[config.mk]
export PLATFORM = sky130hd
export DESIGN_NAME = ipv4_header_extractor
export DESIGN_NICKNAME = d
export VERILOG_FILES = /design/src/rtl/ipv4_header_extractor.sv
export SDC_FILE = /design/constraint.sdc
export NUM_CORES = 1
export LEC_CHECK = 0
export CAP_MARGIN = 10
export CELL_PAD_IN_SITES_DETAIL_PLACEMENT = 0
export CELL_PAD_IN_SITES_GLOBAL_PLACEMENT = 1
export CORE_MARGIN = 3
export CORE_UTILIZATION = 33
export CTS_CLUSTER_DIAMETER = 120
export DETAILED_ROUTE_END_ITERATION = 10
export GPL_TIMING_DRIVEN = 0
export PLACE_DENSITY_LB_ADDON = 0.05
export SYNTH_ARGS = -nofsm -noshare
export SYNTH_HDL_FRONTEND = slang
export SYNTH_SLANG_ARGS = --single-unit
[constraint.sdc]
create_clock -name clk -period 1.88 [get_ports clk]
set_input_delay 0.376 -clock clk [delete_from_list [all_inputs] [get_ports clk]]
set_output_delay 0.376 -clock clk [all_outputs]
set_load 0.05 [all_outputs]
[src/rtl/ipv4_header_extractor.sv]
// Pulls src/dst address, protocol and total length out of a word-aligned IPv4 stream.
// Result registered one cycle after header word 4; only the dst-capture word stalls while a result is pending.
module ipv4_header_extractor #(
  parameter int CNT_W = 16
) (
  input  logic             clk,
  input  logic             rst,
  input  logic [31:0]      in_data,
  input  logic             in_valid,
  input  logic             in_last,
  output logic             in_ready,
  output logic [31:0]      out_src_ip,
  output logic [31:0]      out_dst_ip,
  output logic [7:0]       out_protocol,
  output logic [15:0]      out_total_len,
  output logic             out_valid,
  input  logic             out_ready,
  output logic [CNT_W-1:0] pkt_count,
  output logic [CNT_W-1:0] err_count
);

  typedef enum logic [1:0] {W0, HDR, SKIP} state_t;

  localparam logic [CNT_W-1:0] CNT_MAX = '1;

  state_t      state;
  logic [2:0]  idx;
  logic [15:0] len_q;
  logic [7:0]  proto_q;
  logic [31:0] src_q;

  logic accept;
  logic hdr_ok;
  logic capture;

  assign in_ready = !(out_valid && state == HDR && idx == 3'd4 && !out_ready);
  assign accept   = in_valid && in_ready;
  assign hdr_ok   = (in_data[31:28] == 4'd4) && (in_data[27:24] >= 4'd5);
  assign capture  = accept && state == HDR && idx == 3'd4;

  // Fields are staged privately so the output registers move only on a full capture.
  always_ff @(posedge clk) begin
    if (rst) begin
      state         <= W0;
      idx           <= 3'd0;
      len_q         <= '0;
      proto_q       <= '0;
      src_q         <= '0;
      out_src_ip    <= '0;
      out_dst_ip    <= '0;
      out_protocol  <= '0;
      out_total_len <= '0;
      out_valid     <= 1'b0;
      pkt_count     <= '0;
      err_count     <= '0;
    end else begin
      if (capture) begin
        out_valid     <= 1'b1;
        out_src_ip    <= src_q;
        out_dst_ip    <= in_data;
        out_protocol  <= proto_q;
        out_total_len <= len_q;
        if (pkt_count != CNT_MAX) pkt_count <= pkt_count + 1'b1;
      end else if (out_valid && out_ready) begin
        out_valid <= 1'b0;
      end

      if (accept) begin
        case (state)
          W0: begin
            if (hdr_ok && !in_last) begin
              len_q <= in_data[15:0];
              state <= HDR;
              idx   <= 3'd1;
            end else begin
              if (err_count != CNT_MAX) err_count <= err_count + 1'b1;
              state <= (hdr_ok || in_last) ? W0 : SKIP;
              idx   <= 3'd0;
            end
          end
          HDR: begin
            if (idx == 3'd2) proto_q <= in_data[23:16];
            if (idx == 3'd3) src_q   <= in_data;
            if (idx == 3'd4) begin
              state <= in_last ? W0 : SKIP;
              idx   <= 3'd0;
            end else if (in_last) begin
              if (err_count != CNT_MAX) err_count <= err_count + 1'b1;
              state <= W0;
              idx   <= 3'd0;
            end else begin
              idx <= idx + 3'd1;
            end
          end
          SKIP: begin
            if (in_last) state <= W0;
          end
          default: begin
            state <= W0;
            idx   <= 3'd0;
          end
        endcase
      end
    end
  end

endmodule

---- Word-level counts from Yosys, hierarchy flattened ----
Index checks and enable logic that the tools add are counted.
storage, ports and cells
  register bits ........................... 182
  input bits .............................. 37
  output and inout bits ................... 122
  word-level logic and storage cells ...... 67
operators by class
  add/subtract/negate cells ............... 3
  magnitude comparators ................... 1
  eq/ne operators ......................... 11
  multiplexer cells ....................... 17
  bitwise gates (word level) .............. 1
  reductions and logical operators ........ 22
operator list
  kind                                                                    number
  16-bit 2-to-1 mux                                                       4
  16-bit by 1-bit adder with 16-bit output (second input constant)        2
  16-bit != test (second input constant)                                  2
  16-bit case mux with 2 select lines                                     1
  2-bit 2-to-1 mux                                                        5
  1-bit logical AND                                                       9
  3-bit case mux with 3 select lines                                      1
  3-bit AND reduction                                                     3
  3-bit by 2-bit == test with 1-bit output (second input constant)        2
  3-bit 2-to-1 mux                                                        2
  2-bit != test (second input constant)                                   3
  2-bit case mux with 3 select lines                                      1
  5-bit AND reduction                                                     1
  4-bit by 3-bit == test with 1-bit output (second input constant)        1
  4-bit by 3-bit >= comparator with 1-bit output (second input constant)  1
  2-bit AND reduction                                                     2
  2-bit nonzero test                                                      2
  3-bit by 1-bit adder with 3-bit output (second input constant)          1
  3-bit == test (second input constant)                                   1
  1-bit logical NOT                                                       3
  1-bit 2-to-1 mux                                                        3
  2-bit by 1-bit == test with 1-bit output (second input constant)        1
  2-bit == test (second input constant)                                   1
  2-bit logical NOT                                                       1
  2 further kinds                                                         2

---- Logic depth before layout (Yosys ltp) ----
  depth in word-level cells ............... 9
  mapped depth ............................ 9
  depth with buffers taken out ............ 7

---- Worst setup path before layout ----
Ideal clock, no wire load.
  path type ............................... register -> register
  start ................................... reg err_count[2]
  end ..................................... reg err_count[1]
  setup time .............................. 128 ps
  data arrival time ....................... 1949 ps
  required time ........................... 1752 ps
  setup slack ............................. -197 ps
  stages on the path, launching flop included .. 7
  buffers on the path ..................... 1
  period minus slack after synthesis ...... 2077 ps
  cell sequence ........................... dfxtp_1 > and4_1 > nand4_1 > o211ai_2 > buf_4 > mux2i_1 > nor2_1
on the way
  cells in the longest elaborated chain, start to end .. 5
  elaborated cells on any way between the ends .. 6
  those cells by class .................... 1 x eq/ne; 5 x mux
RTL lines
  item                                   RTL line  source
  start, declared                        19        output logic [CNT_W-1:0] err_count
  start signal, assigned                 76        if (err_count != CNT_MAX) err_count <= err_count + 1'b1;
  start signal, assigned                 88        if (err_count != CNT_MAX) err_count <= err_count + 1'b1;
  16-bit != test *                       76, 88
  16-bit 2-to-1 mux *                    --
  16-bit 2-to-1 mux (2 in a row)         --
  16-bit case mux with 2 select lines *  --
Mark *: on every way between the ends. The rest lies on a longest branch, timed or not. The select of a mux whose other input is x is not followed.
A chain may end at the register's enable or synchronous reset.

---- Worst setup path in the final report ----
  start ................................... reg idx[1]
  end ..................................... out in_ready
on the way
  cells in the longest elaborated chain, start to end .. 4
RTL lines
  item                            RTL line  source
  start, declared                 27        logic [2:0] idx;
  start signal, assigned          92        idx <= idx + 3'd1;
  3-bit == test                   36        assign in_ready = !(out_valid && state == HDR && idx == 3'd4 && !out_ready);
  1-bit logical AND (2 in a row)  36
  1-bit logical NOT               36
  end, declared                   11        output logic in_ready,
No other way between the ends.

==> impl_metrics.json <==
{
  "post-dp-hpwl_mm": 15.41,
  "power.total_mw": 7.788,
  "drc_errors": 0,
  "pwr-share-seq_pct": 49.8,
  "timing_worst_slew_pin_value_ns": 0.7102,
  "initial_utilization_pct": 33.99,
  "grt_first_pass_wirelength_mm": 33.62,
  "post-route-util_pct": 47.75,
  "total_switching_power_mw": 1.886,
  "clk_pin_slew_worst_paths_ns": 0.07,
  "drv_cap": 0,
  "gpl.final_weighted_congestion": 0.8057,
  "p_per_cell_area_mw_per_mm2": 795.9,
  "drv_slew": 0,
  "crit_type": "flop to primary output",
  "endpoint_kind": "primary output",
  "worst_path_max_delay_cell": "sky130_fd_sc_hd__dfxtp_2",
  "grt_remaining_overflow": 0,
  "synth-seq-area-share_pct": 52.31,
  "core_sq_mm": 0.02049,
  "p_int_mw": 5.902,
  "synthDominantAreaCellType": "sky130_fd_sc_hd__dfxtp_1",
  "setup_slack_ns": -0.01747,
  "max_freq_mhz": 527.0,
  "ys_seq_elements": 182,
  "multi_input_area_sq_mm": 0.003254,
  "critPathArrivalTime_ns": 1.52,
  "combinationalPowerShare_pct": 4.5,
  "synth_fp_nets": 901,
  "violations_in_the_final_reports": "setup timing",
  "post_synth_instance_area_sq_mm": 0.006965,
  "die_outline_area_sq_mm": 0.02289,
  "critical_path.cell_chain": "inv_2, ha_4, and4b_2, nand2_2, buf_8",
  "slew_headroom_pct": 52.65,
  "cts_max_path_buffers": 2,
  "first_global_vias": 6055,
  "worst_clock_skew_ns": 0.01372,
  "min_period_over_period_pct": 100.9,
  "leakage_nw": 3.916,
  "report.final.hold_viol_count": 0,
  "design.portCount": 159,
  "detail_route.wl_per_cell_microns": 16.42,
  "dr_total_vias": 6407,
  "ys.flop_type": "sky130_fd_sc_hd__dfxtp_1",
  "final_layout_size_suffix_gt1_share_pct": 14.73,
  "finalWirelength_mm": 21.94,
  "max-vdd-ir-drop_mv": 0.6069,
  "avgViaCountPerCell": 4.796,
  "asyncSetResetFlopFracSynth_pct": 0,
  "placementRows": 52,
  "cts_num_sinks": 182,
  "finish.net_count": 1096,
  "critPathLaunchType": "flop",
  "grt_setup_unrepaired": "true",
  "finalCriticalPeriod_ns": 1.897,
  "critPathMaxStageDelay_ns": 0.32,
  "cts-buffers-inserted": 17,
  "die_w_microns": 151.3,
  "grt_use_total_pct": 19.08,
  "synth_warnings": 0,
  "count_of_flip_flops_with_a_built_in_enable_after_synthesis": 0,
  "worst-path-max-fanout": 4,
  "layout.area.seq_sq_mm": 0.003684,
  "worstPathRequired_ns": 1.50,
  "clock_tree_from_tritoncts": "yes",
  "switching_fraction_pct": 24.22,
  "postRouteAntennaNets": 0,
  "number_of_fillers_in_the_final_layout": 2167,
  "run_status": "finished, violations left",
  "layout.cells.most_common": "sky130_fd_sc_hd__nand2_1",
  "timing.hold.worst.class": "primary input to flop",
  "area_delta_synth_final_pct": 40.49,
  "numPortBuffers": 157,
  "setup_total_negative_slack_ns": -0.01747,
  "synth_cell_type_count": 53,
  "ys_top_cells_by_area": "sky130_fd_sc_hd__dfxtp_1, sky130_fd_sc_hd__nand2_1, sky130_fd_sc_hd__a21oi_1",
  "worstSkewPairLatency_ns": 0.43,
  "grt_antenna_before_repair": 1,
  "final_cell_mix": "sky130_fd_sc_hd__nand2_1, sky130_fd_sc_hd__dfxtp_1, sky130_fd_sc_hd__a21oi_1",
  "synthesis.area_per_instance_sq_um": 8.118,
  "clk_root_buf": "sky130_fd_sc_hd__clkbuf_16",
  "netlist_instances": 858,
  "power.share.clock_pct": 45.7,
  "number_of_diodes": 0,
  "synth_largest_type_area_fraction_pct": 52.31,
  "pre_repair_dr_iteration_count": 5,
  "dieHeight_microns": 151.3,
  "total_setup_violations_reported_at_the_end_of_the_flow": 1,
  "first_iter_violations": 301,
  "maximum_level_of_the_cts_h_tree": 4,
  "grt_max_degree": 18
}
metrics by stage:
step | cell area, sq um | hold slack, ns | setup WS (ns) | cells
after global placement | 8912 | 0.4409 | -0.9134 | 1285
after floorplan | 7003 | 0.4315 | 0.02072 | 858
after global routing | 9786 | 0.3075 | -0.08184 | 1336
final | 9786 | 0.3038 | -0.01747 | 1336
after detailed placement | 8912 | 0.4464 | -0.9437 | 1285
after CTS | 9638 | 0.4092 | -0.07668 | 1332
power groups by stage:
stage	sequential (mW)	clock, mW	combinational, mW
after detailed placement	3.97	0	0.320
final	3.88	3.56	0.351
after global placement	3.97	0	0.321
after CTS	3.88	3.66	0.347
after floorplan	3.98	0	0.116
after global routing	3.88	3.80	0.378
registers in the layout (all words and copies together) (netlist names):
| name | count |
|---|---|
| out_protocol | 8 |
| out_valid | 1 |
| pkt_count | 16 |
| idx | 3 |
| err_count | 16 |
| out_total_len | 16 |
| out_dst_ip | 32 |
| out_src_ip | 32 |
| state | 2 |
| proto_q | 8 |
| len_q | 16 |
| src_q | 32 |
what timing repair did:
item / CTS / global route
resized for setup: 191 / 37
buffers inserted: 13 / 4
gates cloned: 2 / 0
pin swaps: 16 / 10
endpoints found under the setup margin: 282 / 105
hold buffers: 0 / 0
cell type report:
| type | count | area share (%) |
|---|---|---|
| Sequential cell | 182 | 37.64 |
| Multi-Input combinational cell | 616 | 33.26 |
| Timing Repair Buffer | 174 | 15.97 |
| Clock buffer | 19 | 4.526 |
| Tap cell | 270 | 3.452 |
| Buffer | 53 | 3.363 |
| Clock inverter | 13 | 1.445 |
| Inverter | 9 | 0.3452 |
critical path, delay by kind of cell, from the launching register on:
family,cells,cell delay [ns]
fa+ha+maj,1,0.15
buf+inv,2,0.24
simple gates,2,0.40
flops,1,0.32
Yosys cell counts (2+ instances only):
library cell,number
sky130_fd_sc_hd__a211oi_1,2
sky130_fd_sc_hd__a21oi_1,149
sky130_fd_sc_hd__and2_1,3
sky130_fd_sc_hd__and3_1,3
sky130_fd_sc_hd__and4_1,3
sky130_fd_sc_hd__buf_2,18
sky130_fd_sc_hd__clkbuf_1,34
sky130_fd_sc_hd__dfxtp_1,182
sky130_fd_sc_hd__ha_1,6
sky130_fd_sc_hd__inv_1,8
sky130_fd_sc_hd__mux2_2,2
sky130_fd_sc_hd__mux2i_1,9
sky130_fd_sc_hd__nand2_1,288
sky130_fd_sc_hd__nand3_1,8
sky130_fd_sc_hd__nand4_1,11
sky130_fd_sc_hd__nand4b_1,3
sky130_fd_sc_hd__nor2_1,36
sky130_fd_sc_hd__nor2b_1,9
sky130_fd_sc_hd__nor3_1,9
sky130_fd_sc_hd__nor3_2,2
sky130_fd_sc_hd__nor4_2,5
sky130_fd_sc_hd__o21ai_0,12
sky130_fd_sc_hd__o31ai_1,2
sky130_fd_sc_hd__or2_2,3
sky130_fd_sc_hd__or3_1,7
sky130_fd_sc_hd__or4_1,5
sky130_fd_sc_hd__xnor2_1,11
sky130_fd_sc_hd__xor2_1,3
final timing paths:
path,start,end,slack (ns),cells past startpoint
hold / removal,in_data[24],out_dst_ip[24]$_SDFFE_PP0P_,0.30,3
setup / recovery,idx[1]$_SDFFE_PP0P_,in_ready,-0.02,5
setup reg to reg,idx[0]$_SDFFE_PP0P_,src_q[28]$_SDFFE_PP0P_,0.02,9
hold reg to reg,src_q[7]$_SDFFE_PP0P_,out_src_ip[7]$_SDFFE_PP0P_,0.45,2
routing by layer:
| metal | vias up | routed length, microns | global-route usage (%) |
|---|---|---|---|
| met3 | 24 | 923 | 4.219 |
| met5 | - | 13 | 0 |
| li1 | 3256 | - | - |
| met2 | 118 | 9811 | 29.61 |
| met4 | 2 | 324 | 5.576 |
| met1 | 3007 | 10860 | 26.62 |
kinds of logic (layout without fill, tap and decap cells):
logic type	Yosys count	in the layout	share of synthesized area, %
adders and majority gates	6	6	1.078
buffers and inverters	62	268	3.718
xor gates and xnor gates	14	14	1.760
AOI/OAI and AO/OA	178	179	13.92
muxes	11	11	1.617
DFF	182	182	52.31
and+or+nand+nor	405	406	25.60
No activity file was read; power rests on OpenSTA's default activity.
